$ cat config.mk
export PLATFORM = sky130hd
export DESIGN_NAME = bin_to_bcd_seq
export DESIGN_NICKNAME = d
export VERILOG_FILES = /design/src/rtl/bin_to_bcd_seq.sv
export SDC_FILE = /design/constraint.sdc
export NUM_CORES = 1
export LEC_CHECK = 0
export ABC_AREA = 1
export CORE_MARGIN = 3
export CORE_UTILIZATION = 51
export CTS_BUF_LIST = sky130_fd_sc_hd__clkbuf_4 sky130_fd_sc_hd__clkbuf_8
export DETAILED_ROUTE_END_ITERATION = 12
export GPL_ROUTABILITY_DRIVEN = 1
export PLACE_DENSITY = 0.85
export RECOVER_POWER = 50
export SETUP_SLACK_MARGIN = 0.1
export SLEW_MARGIN = 20
export SYNTH_ARGS = -nofsm -noshare
export SYNTH_HDL_FRONTEND = slang
export SYNTH_SLANG_ARGS = --single-unit
$ cat constraint.sdc
create_clock -name i_clk -period 2.1 [get_ports i_clk]
set_clock_uncertainty 0.15 [all_clocks]
set_input_delay 0.525 -clock i_clk [delete_from_list [all_inputs] [get_ports i_clk]]
set_output_delay 0.525 -clock i_clk [all_outputs]
set_load 0.01 [all_outputs]
$ cat src/rtl/bin_to_bcd_seq.sv
// Sequential binary-to-BCD converter (shift-and-add-3, one bit per clock) with
// start/busy/done handshake, optional signed input, overflow saturation and blanking flags.
module bin_to_bcd_seq #(
    parameter int c_BIN_WIDTH  = 16,
    parameter int c_DEC_DIGITS = 5,
    parameter int c_SIGNED     = 0
) (
    input  logic                        i_clk,
    input  logic                        i_rst,
    input  logic                        i_start,
    input  logic [c_BIN_WIDTH-1:0]      i_bin,
    output logic                        o_busy,
    output logic                        o_done,
    output logic [c_DEC_DIGITS*4-1:0]   o_bcd,
    output logic                        o_neg,
    output logic                        o_ovf,
    output logic [c_DEC_DIGITS-1:0]     o_blank
);

    localparam int NB = 4 * c_DEC_DIGITS;
    localparam int CW = $clog2(c_BIN_WIDTH + 1);

    typedef enum logic [1:0] {
        S_IDLE,
        S_SHIFT,
        S_DONE
    } state_t;

    state_t                 state_q, state_d;
    logic [c_BIN_WIDTH-1:0] mag_q, mag_d;
    logic [NB-1:0]          scr_q, scr_d;
    logic [CW-1:0]          cnt_q, cnt_d;
    logic                   sign_q, sign_d;
    logic                   ovf_q, ovf_d;
    logic [NB-1:0]          bcd_q, bcd_d;
    logic                   neg_q, neg_d;
    logic                   ovf_out_q, ovf_out_d;

    logic [c_BIN_WIDTH-1:0] mag_in;
    logic [NB-1:0]          adj;
    logic                   shift_out;
    logic [c_DEC_DIGITS-1:0] blank;
    logic                   zero_above;

    always_comb begin
        state_d   = state_q;
        mag_d     = mag_q;
        scr_d     = scr_q;
        cnt_d     = cnt_q;
        sign_d    = sign_q;
        ovf_d     = ovf_q;
        bcd_d     = bcd_q;
        neg_d     = neg_q;
        ovf_out_d = ovf_out_q;
        adj       = scr_q;
        shift_out = 1'b0;

        // Negating the most negative value yields 2^(W-1), which is exact as an unsigned W-bit value
        mag_in = i_bin;
        if ((c_SIGNED != 0) && i_bin[c_BIN_WIDTH-1]) begin
            mag_in = ~i_bin + 1'b1;
        end

        case (state_q)
            S_IDLE: begin
                if (i_start) begin
                    mag_d   = mag_in;
                    sign_d  = (c_SIGNED != 0) && i_bin[c_BIN_WIDTH-1] && (mag_in != '0);
                    scr_d   = '0;
                    ovf_d   = 1'b0;
                    cnt_d   = CW'(c_BIN_WIDTH);
                    state_d = S_SHIFT;
                end
            end
            S_SHIFT: begin
                for (int unsigned k = 0; k < c_DEC_DIGITS; k++) begin
                    if (scr_q[4*k +: 4] > 4'd4) begin
                        adj[4*k +: 4] = scr_q[4*k +: 4] + 4'd3;
                    end
                end
                {shift_out, scr_d, mag_d} = {adj, mag_q, 1'b0};
                ovf_d = ovf_q | shift_out;
                cnt_d = cnt_q - 1'b1;
                // Results are loaded on the edge entering DONE so they are valid alongside o_done
                if (cnt_q == CW'(1)) begin
                    state_d   = S_DONE;
                    bcd_d     = ovf_d ? {c_DEC_DIGITS{4'h9}} : scr_d;
                    ovf_out_d = ovf_d;
                    neg_d     = sign_q;
                end
            end
            S_DONE: begin
                state_d = S_IDLE;
            end
            default: begin
                state_d = S_IDLE;
            end
        endcase
    end

    always_ff @(posedge i_clk or posedge i_rst) begin
        if (i_rst) begin
            state_q   <= S_IDLE;
            mag_q     <= '0;
            scr_q     <= '0;
            cnt_q     <= '0;
            sign_q    <= 1'b0;
            ovf_q     <= 1'b0;
            bcd_q     <= '0;
            neg_q     <= 1'b0;
            ovf_out_q <= 1'b0;
        end else begin
            state_q   <= state_d;
            mag_q     <= mag_d;
            scr_q     <= scr_d;
            cnt_q     <= cnt_d;
            sign_q    <= sign_d;
            ovf_q     <= ovf_d;
            bcd_q     <= bcd_d;
            neg_q     <= neg_d;
            ovf_out_q <= ovf_out_d;
        end
    end

    // Leading-zero flags follow the registered result; digit 0 is never blanked
    always_comb begin
        blank      = '0;
        zero_above = 1'b1;
        for (int unsigned i = 0; i < c_DEC_DIGITS - 1; i++) begin
            zero_above = zero_above & (bcd_q[4*(c_DEC_DIGITS-1-i) +: 4] == 4'd0);
            blank[c_DEC_DIGITS-1-i] = zero_above;
        end
    end

    assign o_busy  = (state_q == S_SHIFT);
    assign o_done  = (state_q == S_DONE);
    assign o_bcd   = bcd_q;
    assign o_neg   = neg_q;
    assign o_ovf   = ovf_out_q;
    assign o_blank = blank;

endmodule

==> out/results.env, run 1 <==
RSZ0062_AT_GRT='true'
HOLD_PATH.STARTPOINT='cnt_q[3]'
TIMING.MAX_SLEW.REL_SLACK_PCT=41.8
NUM_ANTENNA_CELLS=0
P_INT_mW=3.59
DETAILEDPLACEMENTHPWL_UM=4990
SYNTH_MOST_COMMON_CELL='nand2_1'
WORST_PATH_DOMINANT_CELL_FAMILY='simple AND/OR/NAND/NOR gates'
POSTSYNTH.ASYNCRESETSHARE_PCT=100
GLOBAL_ROUTING_USAGE_ON_MET3_PCT=4.56
CORE_AREA_UM2=5990
LAYOUT.NETS=490
SETUP.WORST_PATH.END_CLASS='output pin'
CRITPATHSLOWESTCELL='dfrtp_1'
GRT_UTIL_ALL_LAYERS_PCT=20.7
HOLD_VIOL=0
SEQUENTIAL_AREA_SHARE_AFTER_SYNTHESIS_PCT=50.8
FINAL.MIN_CLOCK_PERIOD_PS=2130
POWER_SWITCHING_mW=2.52
YOSYSTOPAREACELLSHARE_PCT=50.8
INSERTION_DELAY_PS=350
CRIT_ARRIVAL_PS=1460
GRT_UTIL_MET2_PCT=34.3
VIAS_PER_CELL=5.13
SYNTHTOPCELLSBYCOUNT='132 x nand2_1, 65 x dfrtp_1, 42 x inv_1, 35 x nor2_1, 32 x nand3_1'
DIE_WIDTH_UM=85.2
SYNTH_AREA_LEADERS='dfrtp_1 51%, nand2_1 15%, nand3_1 5.0%'
GRT.MET1_USAGE_PCT=25.9
CTS_INSERTED_BUFFERS=9
DRT_FIRST_PASS_ITERS=5
PORT-BUFFER-COUNT=45
CTS_SINKS=65
SYN-CELL-AREA_UM2=3200
CTS-HTREE-LEVELS=3
STATIC-LEAKAGE-POWER_nW=2.06
DRTANTENNAVIOLNETS=0
TIMING.RR.START='state_q[0]'
START_UTIL_PCT=53.4
NUMBER_OF_GLOBAL_ROUTE_VIAS_BEFORE_REPAIR=2735
SETUP_VIOL=1
DRT-TOTAL-WL_UM=7140
WORSTPATHREQUIRED_PS=1420
YS_DOMINANT_REG_CELL='dfrtp_1'
WORSTPATHBUFFERINVERTERCOUNT=1
WORST-SETUP-PATH-TYPE='register to output pin'
VDD_IR_DROP_MAX_mV=0.798
POST_DRT_WL_PER_CELL_UM=13.2
GRT_MAX_DEGREE=66
STATUS='complete, but fails checks'
NFILLCELLS=488
POSTSYNTHCELLCOUNT=396
NUM_ROWS=28
DIE_HEIGHT_UM=85.2
SETUP.WORST_PATH.START='o_bcd[14]'
P_PER_AREA_nW_PER_UM2=1520
POST_DP_CELL_AREA_UM2=3830
YOSYS_WARNINGS=0
SYNTH_AREA_LEADER_CELL='dfrtp_1'
POWER.CLOCK.FRACTION_PCT=18.5
GLOBAL_ROUTE.PEAK_USAGE_LAYER='met2'
FINALWEIGHTEDCONGESTION=0.804
POWER_FRAC_COMB_PCT=47.3
AREAGROWTHSYNTHTOFINISH_PCT=25.9
POST_ROUTE_CELLS_DRIVE_ABOVE_1_SHARE_PCT=11.8
CTS_ROOT_BUF='clkbuf_8'
CP_CELL_SEQUENCE='nor2_1 -> nand2_1 -> nor2_2 -> nand3_2 -> nor3_2 -> buf_2'
ANTENNA_VIOLATIONS_BEFORE_REPAIR=0
CTS_HOLD_BUFFERS=0
NUMBER_OF_DISTINCT_LIBRARY_CELLS_AFTER_SYNTHESIS=30
IO_PINS=48
CRIT_PATH_MAX_INCR_DELAY_PS=390
PATH_CLK_SLEW_PS=70
SWITCHING_SHARE_PCT=41.2
SYNTH_SEQ_CELLS=65
FINAL.SETUP.WORST_SLACK_PS=-31.3
FINALCRITPERIODSHARE_PCT=101
PROPORTION_OF_POWER_DRAWN_BY_FLIP_FLOPS_AND_LATCHES_PCT=34.3
WIRE_LENGTH_OF_THE_FIRST_GLOBAL_ROUTING_PASS_UM=12000
HOLD_WS_PS=332
SYN_AREA_PER_CELL_UM2=8.08
WORST_SLACK_AT_PLACEMENT_PS=-176
LARGEST_DRIVER_FANOUT_ON_THE_CRITICAL_PATH=2
DIE_AREA_UM2=7260
DETAIL_ROUTE.DRC_VIOLATIONS=0
SYNTH-EDFF-COUNT=0
CLOCKBUFFERDEPTH=2
MAX_CLOCK_FREQ_MHz=469
STDCELL_AREA_UM2=4030
DRT_ITER0_DRC=203
FAILED_CHECKS='negative setup slack'
CP-START-KIND='register'
WORST_SLEW_PIN_SLEW_PS=873
FINALMAXSLEWVIOLATIONS=0
MAX_CAP_VIOL_COUNT=0
DETAILROUTE.VIA_COUNT=2780
GRT_OVERFLOW=0
TIMING.HOLD.WORST.CLASS='register to register'
TRITONCTS='yes'
## registers in the layout, summed over array words and instances (netlist names)
name	flops
cnt_q	5
o_bcd	20
state_q	2
scr_q	20
o_ovf	1
ovf_q	1
mag_q	16
## per-layer routing
metal  wire [um]  share of wire, %
met4         168               2.4
met2        3510                49
met1        3030                42
met5           0                 0
met3         437               6.1
## kinds of logic after synthesis
kind of cell             count (synthesis)  synth area share (%)
AND/OR/NAND/NOR                        210                  27.5
flip-flops                              65                  50.8
buffers and inverters                   60                  8.29
AO/OA/AOI/OAI                           45                  8.06
adder cells (fa/ha/maj)                  9                  3.52
XOR/XNOR                                 5                  1.37
other                                    1                 0.117
multiplexers                             1                 0.313
## stage by stage
step	TNS, ps	total power [mW]	util, %	std cells
floorplan	0	4.04	-	397
global placement	-58.4	4.88	64.0	523
detailed placement	-224	5.04	64.0	523
CTS	-17.5	6.16	67.5	540
global route	-376	6.64	67.3	542
finish	-31.3	6.12	67.3	542
## worst reg2reg max path, cell delays in order (launching register included)
cell	delay, ps
dfrtp_1	390
clkinv_1	80
nor2_1	220
buf_4	300
inv_2	80
nor2_4	150
buf_4	250
nand2_1	160
nand2_1	100
inv_1	40
## final cells by class
| type | instances | area [um2] | area share (%) |
|---|---|---|---|
| timing repair buffer | 68 | 601 | 14.9 |
| inverter | 46 | 176 | 4.38 |
| tap | 75 | 93.8 | 2.33 |
| sequential | 65 | 1630 | 40.4 |
| clock buffer | 14 | 180 | 4.47 |
| multi-input combinational | 272 | 1320 | 32.7 |
| clock inverter | 2 | 35.0 | 0.870 |
## final timing paths
| kind | endpoint | slack (ps) | cells past startpoint |
|---|---|---|---|
| min in group asynchronous | o_bcd[19] | 810 | 3 |
| min reg2reg | cnt_q[3] | 330 | 1 |
| max in group asynchronous | cnt_q[4] | 410 | 3 |
| max reg2reg | o_bcd[14] | 70 | 9 |
| max | o_blank[1] | -30 | 6 |
| min | cnt_q[3] | 330 | 1 |
## power groups by stage
stage,sequential (mW),clock (mW),combinational (mW)
2_1_floorplan,2.11,0,1.93
3_3_place_gp,2.08,0,2.81
3_5_place_dp,2.11,0,2.93
4_1_cts,2.09,1.15,2.92
5_1_grt,2.16,1.20,3.28
6_report,2.10,1.13,2.89
## repair_timing
action / in CTS / in global routing
resized for setup: 28 / 5
setup buffers: 1 / 2
pin swaps: 3 / 0
setup endpoints to repair: 17 / 4
## cell usage in the layout (no fill, tap or decap), types with 2 or more instances in the layout
master,count
nand2_1,132
dfrtp_1,65
inv_1,41
nor2_1,35
nand3_1,31
clkdlybuf4s50_1,26
o21ai_0,22
buf_4,18
dlygate4sd2_1,13
clkbuf_8,12
o22ai_1,11
ha_1,9
o211ai_1,5
xor2_1,4
clkbuf_2,4
nor2_4,3
inv_2,3
a21oi_1,3
clkbuf_4,3
nor2_2,2
nand3_2,2
o21ai_1,2
conb_1,2
buf_2,2
(Power assumes the default switching activity.)
==> run 2, diff against run 1 <==
--- a/config.mk
+++ b/config.mk
@@ -6,6 +6,7 @@
 export NUM_CORES = 1
 export LEC_CHECK = 0
 export ABC_AREA = 1
+export CAP_MARGIN = 20
 export CORE_MARGIN = 3
 export CORE_UTILIZATION = 51
 export CTS_BUF_LIST = sky130_fd_sc_hd__clkbuf_4 sky130_fd_sc_hd__clkbuf_8
==> results of run 2 <==
Final layout, timing and power as in run 1 (identical DEF).
